### src/rtl/if_stage.sv
// +----------------------------------------------------------------------+
// | if_stage : instruction fetch with one outstanding imem request        |
// | Rev 1.0  : initial release                                            |
// +----------------------------------------------------------------------+
`default_nettype none

module if_stage #(
  parameter int              XLEN     = 32,
  parameter logic [XLEN-1:0] RESET_PC = '0
) (
  input  logic            clock,
  input  logic            reset,
  input  logic            pause,
  input  logic            redirect,
  input  logic [XLEN-1:0] redirect_pc,
  output logic            imem_req_valid,
  input  logic            imem_req_ready,
  output logic [XLEN-1:0] imem_addr,
  input  logic            imem_resp_valid,
  input  logic [31:0]     imem_resp_data,
  output logic [XLEN-1:0] pc_out,
  output logic [31:0]     inst_out,
  output logic            inst_valid
);

  localparam logic [31:0] NOP = 32'h0000_0013;

  typedef enum logic [1:0] {
    FETCH = 2'd0,
    WAIT  = 2'd1,
    HOLD  = 2'd2,
    DROP  = 2'd3
  } state_t;

  state_t          state;
  state_t          state_next;
  logic [XLEN-1:0] pc;
  logic [XLEN-1:0] pc_next;
  logic [31:0]     buf_inst;
  logic [XLEN-1:0] buf_pc;
  logic            capture;
  logic            accept;

  assign imem_req_valid = (state == FETCH);
  assign imem_addr      = pc;
  assign accept         = imem_req_valid && imem_req_ready;

  assign inst_valid = (state == HOLD);
  assign inst_out   = inst_valid ? buf_inst : NOP;
  assign pc_out     = inst_valid ? buf_pc : '0;

  always_comb begin
    state_next = state;
    pc_next    = pc;
    capture    = 1'b0;
    case (state)
      FETCH: begin
        // An accepted request under redirect still has a response in flight.
        if (accept) state_next = redirect ? DROP : WAIT;
      end
      WAIT: begin
        if (imem_resp_valid) begin
          if (redirect) begin
            state_next = FETCH;
          end else begin
            state_next = HOLD;
            capture    = 1'b1;
          end
        end else if (redirect) begin
          state_next = DROP;
        end
      end
      HOLD: begin
        if (redirect || !pause) state_next = FETCH;
        if (!redirect && !pause) pc_next = pc + XLEN'(4);
      end
      DROP: begin
        if (imem_resp_valid) state_next = FETCH;
      end
      default: state_next = FETCH;
    endcase
    if (redirect) pc_next = {redirect_pc[XLEN-1:2], 2'b00};
  end

  always_ff @(posedge clock) begin
    if (reset) begin
      state    <= FETCH;
      pc       <= RESET_PC;
      buf_inst <= NOP;
      buf_pc   <= '0;
    end else begin
      state <= state_next;
      pc    <= pc_next;
      if (capture) begin
        buf_inst <= imem_resp_data;
        buf_pc   <= pc;
      end
    end
  end

endmodule

`default_nettype wire

### config.mk
export PLATFORM = sky130hd
export DESIGN_NAME = if_stage
export DESIGN_NICKNAME = d
export VERILOG_FILES = /design/src/rtl/if_stage.sv
export SDC_FILE = /design/constraint.sdc
export NUM_CORES = 1
export LEC_CHECK = 0
export BUFFER_PORTS_ARGS = -buffer_cell sky130_fd_sc_hd__buf_2
export CORE_ASPECT_RATIO = 1.1
export CORE_MARGIN = 1
export CORE_UTILIZATION = 42
export CTS_BUF_LIST = sky130_fd_sc_hd__clkbuf_8
export DETAILED_ROUTE_END_ITERATION = 8
export MAX_ROUTING_LAYER = met4
export PLACE_DENSITY = 0.72
export SKIP_LAST_GASP = 1
export SLEW_MARGIN = 20
export SYNTH_ARGS = -nofsm -noshare
export SYNTH_HDL_FRONTEND = slang
export SYNTH_SLANG_ARGS = --single-unit
### constraint.sdc
create_clock -name clock -period 2.1 [get_ports clock]
set_clock_uncertainty 0.2 [all_clocks]
set_input_delay 0.42 -clock clock [delete_from_list [all_inputs] [get_ports clock]]
set_output_delay 0.42 -clock clock [all_outputs]
set_load 0.1 [all_outputs]
# [After elaboration in Yosys (flattened, before gate mapping)]
# Index checks and enable logic that the tools add are counted.
[word_totals] inputBits=70 out_inout_bits=98 elab_cells=41 reg_bits=98
[classes] n_addsub=1 reduce_logical=12 n_eq_ne=7 muxes=16
[op_table] cell="$mux W32" count=5
[op_table] cell="$add A32 B3 Y32 const B" count=1
[op_table] cell="$mux W2" count=7
[op_table] cell="$pmux W2 S4" count=1
[op_table] cell="$eq A2 B2 Y1 const B" count=2
[op_table] cell="$ne A2 B1 Y1 const B" count=2
[op_table] cell="$reduce_and A2 Y1" count=2
[op_table] cell="$reduce_and A4 Y1" count=1
[op_table] cell="$reduce_bool A2 Y1" count=2
[op_table] cell="$mux W1" count=3
[op_table] cell="$ne A3 B3 Y1 const B" count=1
[op_table] cell="$eq A2 B1 Y1 const B" count=1
[op_table] cell="$logic_and A1 B1 Y1" count=2
[op_table] cell="$logic_not A1 Y1" count=2
[op_table] cell="$logic_not A2 Y1" count=1
[op_table] cell="$ne A2 B2 Y1 const B" count=1
[op_table] cell="$reduce_or A2 Y1" count=1
[op_table] cell="$logic_or A1 B1 Y1" count=1

# [Logic depth before layout (Yosys ltp)]
[depth] depth_word=5 mapped_depth=7 mapped_depth_nobuf=5

# [Least setup slack after synthesis]
# No wires, ideal clock.
[synth_path] kind="register -> output" startpoint="register state[0]" endpoint="output port pc_out[22]" arrival_time_ps=2667 path_stages_with_launch=6 path_buffers=3 setup_slack_ps=-1187 required_time_ps=1480 path_cell_list="dfxtp_1 > buf_2 > nor2b_1 > clkbuf_1 > clkbuf_1 > and2_1"
[synth_via] elab_chain_len=2
[synth_lines] item="start, declared" line_no="35" source="state_t state;"
[synth_lines] item="start signal, assigned" line_no="92" source="state <= state_next;"
[synth_lines] item="$eq A2 B2 Y1" line_no="48" source="assign inst_valid = (state == HOLD);"
[synth_lines] item="via inst_valid" line_no="23" source="output logic inst_valid"
[synth_lines] item="$mux W32" line_no="50" source="assign pc_out = inst_valid ? buf_pc : '0;"
[synth_lines] item="end, declared" line_no="21" source="output logic [XLEN-1:0] pc_out,"
# The timed path passes the listed nets, and every way through them passes these cells.

# [Worst setup path in the final report]
[layout_path] startpoint="register state[0]" endpoint="output port inst_out[18]"
[layout_via] elab_chain_len=2
[layout_lines] item="$eq A2 B2 Y1" line_no="48"
[layout_lines] item="$mux W32" line_no="49" source="assign inst_out = inst_valid ? buf_inst : NOP;"
[layout_lines] item="end, declared" line_no="22" source="output logic [31:0] inst_out,"
# No other way between the ends.

==> flow_metrics.py <==
metrics = {
    "detailed_routing": {
        "vias_per_cell": 5.38,
        "drtIter0Drc": 261,
        "wl_mm": 14.4,
        "drc": 0,
        "drtPass1Iterations": 5,
        "wl_per_cell_um": 15.7,
        "detail-route-antenna-nets": 0,
        "vias": 4947,
    },
    "pwr": {
        "power_leakage_nw": 2.93,
        "powerDensity_nw_per_um2": 584,
        "max-vdd-ir-drop_v": 0.000340,
    },
    "synth": {
        "yosysSeqAreaShare_pct": 41.3,
        "synth_area_um2": 4550,
        "synth_edf_count": 0,
        "ys_async_sr_fraction_pct": 0,
        "synthFlopType": "dfxtp_1",
        "synth_cell_types": 48,
        "yosysWarnings": 0,
        "syn_inst": 594,
        "ys_ff_latch": 94,
        "avgSynthCellArea_um2": 7.66,
    },
    "worst_setup_path": {
        "worst-r2r-cell-count": 7,
        "endpoint": "inst_out[18]",
        "cp-start-kind": "register",
        "cp-end-kind": "output port",
        "critical_path_class": "reg -> out",
        "r2r_start": "state[1]",
        "crit_fanout": 10,
        "worstPathArrival_ns": 1.66,
        "crit_required_ns": 1.48,
        "ff2ff_setup_slack_ns": 0.01,
        "crit_start": "state[0]",
        "reg2reg_to": "imem_addr[30]",
    },
    "clock_network": {
        "clock_sinks": 94,
        "tritoncts": "built",
        "clk_path_buf_depth": 2,
        "path_clk_slew_ns": 0.10,
        "h-tree-depth": 3,
        "numCtsBuffers": 9,
        "hold_buffers": 0,
        "root_buffer": "clkbuf_8",
        "worstSkewPairLatency_ns": 0.37,
    },
    "sta": {
        "setup_viol": 63,
        "worst_pin_slew_ns": 0.608,
        "final_period_minus_worst_setup_slack_ns": 2.28,
        "hold_viol": 0,
        "max_freq_mhz": 438,
        "slew_violations": 0,
        "relSlewSlack_pct": 59.5,
        "rsz0062_at_grt": "true",
        "timing.final.ws_setup_ns": -0.182,
        "period_share_pct": 109,
    },
    "worst_hold_path": {
        "hold_class": "in -> reg",
        "min_from": "redirect_pc[18]",
    },
    "final_layout": {
        "nets": 842,
        "drive_gt1_share_pct": 43.3,
        "fillers": 811,
        "diodes": 0,
        "multi_input_area_um2": 2700,
        "areaGrowthSynthToFinish_pct": 63.5,
        "instances_no_fill": 919,
        "final_cell_mix": "nand2_1 (136), buf_2 (97), buf_12 (68)",
        "fin_util_pct": 71.3,
        "seq_area_um2": 1980,
        "final_common_cell": "nand2_1",
    },
    "floorplan": {
        "die_y_um": 111,
        "start_util_pct": 43.6,
        "rows": 39,
        "ios": 168,
        "design.core.area_um2": 10400,
        "die_w_um": 101,
        "dieArea_um2": 11300,
    },
    "placed_design": {
        "gp_congestion": 0.949,
        "port_buffers": 161,
        "place_inst": 886,
        "dp_hpwl_mm": 9.82,
    },
    "global_routing": {
        "grt_overflow_total": 0,
        "antenna_found_initial": 0,
        "grt_first_pass_wirelength_mm": 22.9,
        "grt_pass1_vias": 4656,
        "grt_max_degree": 101,
        "grt_usage_pct": 26.4,
    },
    "outcome": {
        "violations": "setup timing",
        "outcome": "finished, violations left",
    },
    "flow_run": {
        "cap_viol_max_count": 0,
    },
}
-- synth_stat cells (all sizes together), types with 3 or more instances --
cell	count	area (um^2)
or3	7	43.8
a311oi	8	70.1
nand3	18	90.1
xnor2	6	52.6
or4	7	52.6
a22oi	3	22.5
a2111oi	4	37.5
nor4	11	75.1
o31ai	3	22.5
and4	6	52.6
clkbuf	40	150
xor2	5	43.8
dfxtp	94	1880
nand2	136	510
inv	6	22.5
o21ai	11	55.1
nand2b	6	37.5
nor2b	3	18.8
nand4	13	103
and2	60	375
nor3b	6	56.3
a21oi	64	320
nor2	31	116
nand3b	6	45.0
buf	7	42.5
a211oi	15	113
-- where the power goes --
part	internal (mW)	switching, mW
Clock	0.785	0.650
Combinational	0.304	0.671
Sequential	1.85	0.0930
Total	2.93	1.41
-- worst max-delay path, stage by stage (launching register included) --
cell and delay (ns):
dfxtp_2 0.34, buf_6 0.11, nor2b_4 0.13, buf_6 0.13, buf_12 0.11, buf_16 0.14, and2_4 0.16, buf_12 0.16
-- how the worst min path moves through the flow --
stage          cells past startpoint            end  slack, ns
2_1_floorplan                      2    buf_inst[0]       0.23
3_3_place_gp                       2    buf_inst[3]       0.24
3_5_place_dp                       2     buf_pc[17]       0.24
4_1_cts                            3    buf_inst[1]       0.06
5_1_grt                            3    buf_inst[1]       0.08
6_report                           3  imem_addr[18]       0.08
-- stage by stage --
| step | worst slack, ns | instance area [um^2] | total power [mW] | hold WS [ns] | TNS, ns |
|---|---|---|---|---|---|
| floorplan | -0.166 | 4800 | 2.59 | 0.229 | -0.282 |
| detailed placement | -0.0941 | 6800 | 2.82 | 0.243 | -0.285 |
| global placement | -0.0663 | 6800 | 2.81 | 0.238 | -0.105 |
| global route | -0.226 | 7440 | 4.50 | 0.0774 | -11.84 |
| finish | -0.182 | 7440 | 4.35 | 0.0783 | -8.45 |
| CTS | -0.164 | 7360 | 4.35 | 0.0586 | -8.97 |
-- metal layers --
layer	up-vias	track usage [%]	wire length, um
li1	2391	-	-
met1	2299	32.1	5840
met2	223	43.6	7280
met3	34	3.15	910
met4	0	11.1	373
met5	-	-	0
-- cell families after synthesis --
kind of cell / synth area share [%]
simple gates: 36.4
compound gates: 14.8
flops: 41.3
buf+inv: 4.81
xor+xnor: 2.12
fa+ha+maj: 0.275
other cells: 0.0824
mux: 0.220
-- flip-flops by register name, indices dropped and copies added, names as in the netlist --
name       flops
imem_addr     30
buf_inst      32
state          2
buf_pc        30
-- cell type report --
class                   count  area share (%)
flip-flops and latches     94            26.6
repair buffers            210            31.2
inverters                   7           0.353
multi-input cells         449            36.3
clock buffers               9            1.66
well taps                 143            2.40
clock inverters             7            1.51
-- what timing repair did --
item / CTS / global route
pin swaps: 10 / 6
cloned: 5 / 1
endpoints found under the setup margin: 63 / 75
gates resized for setup: 43 / 20
setup buffers: 11 / 3
(Power assumes the default switching activity.)
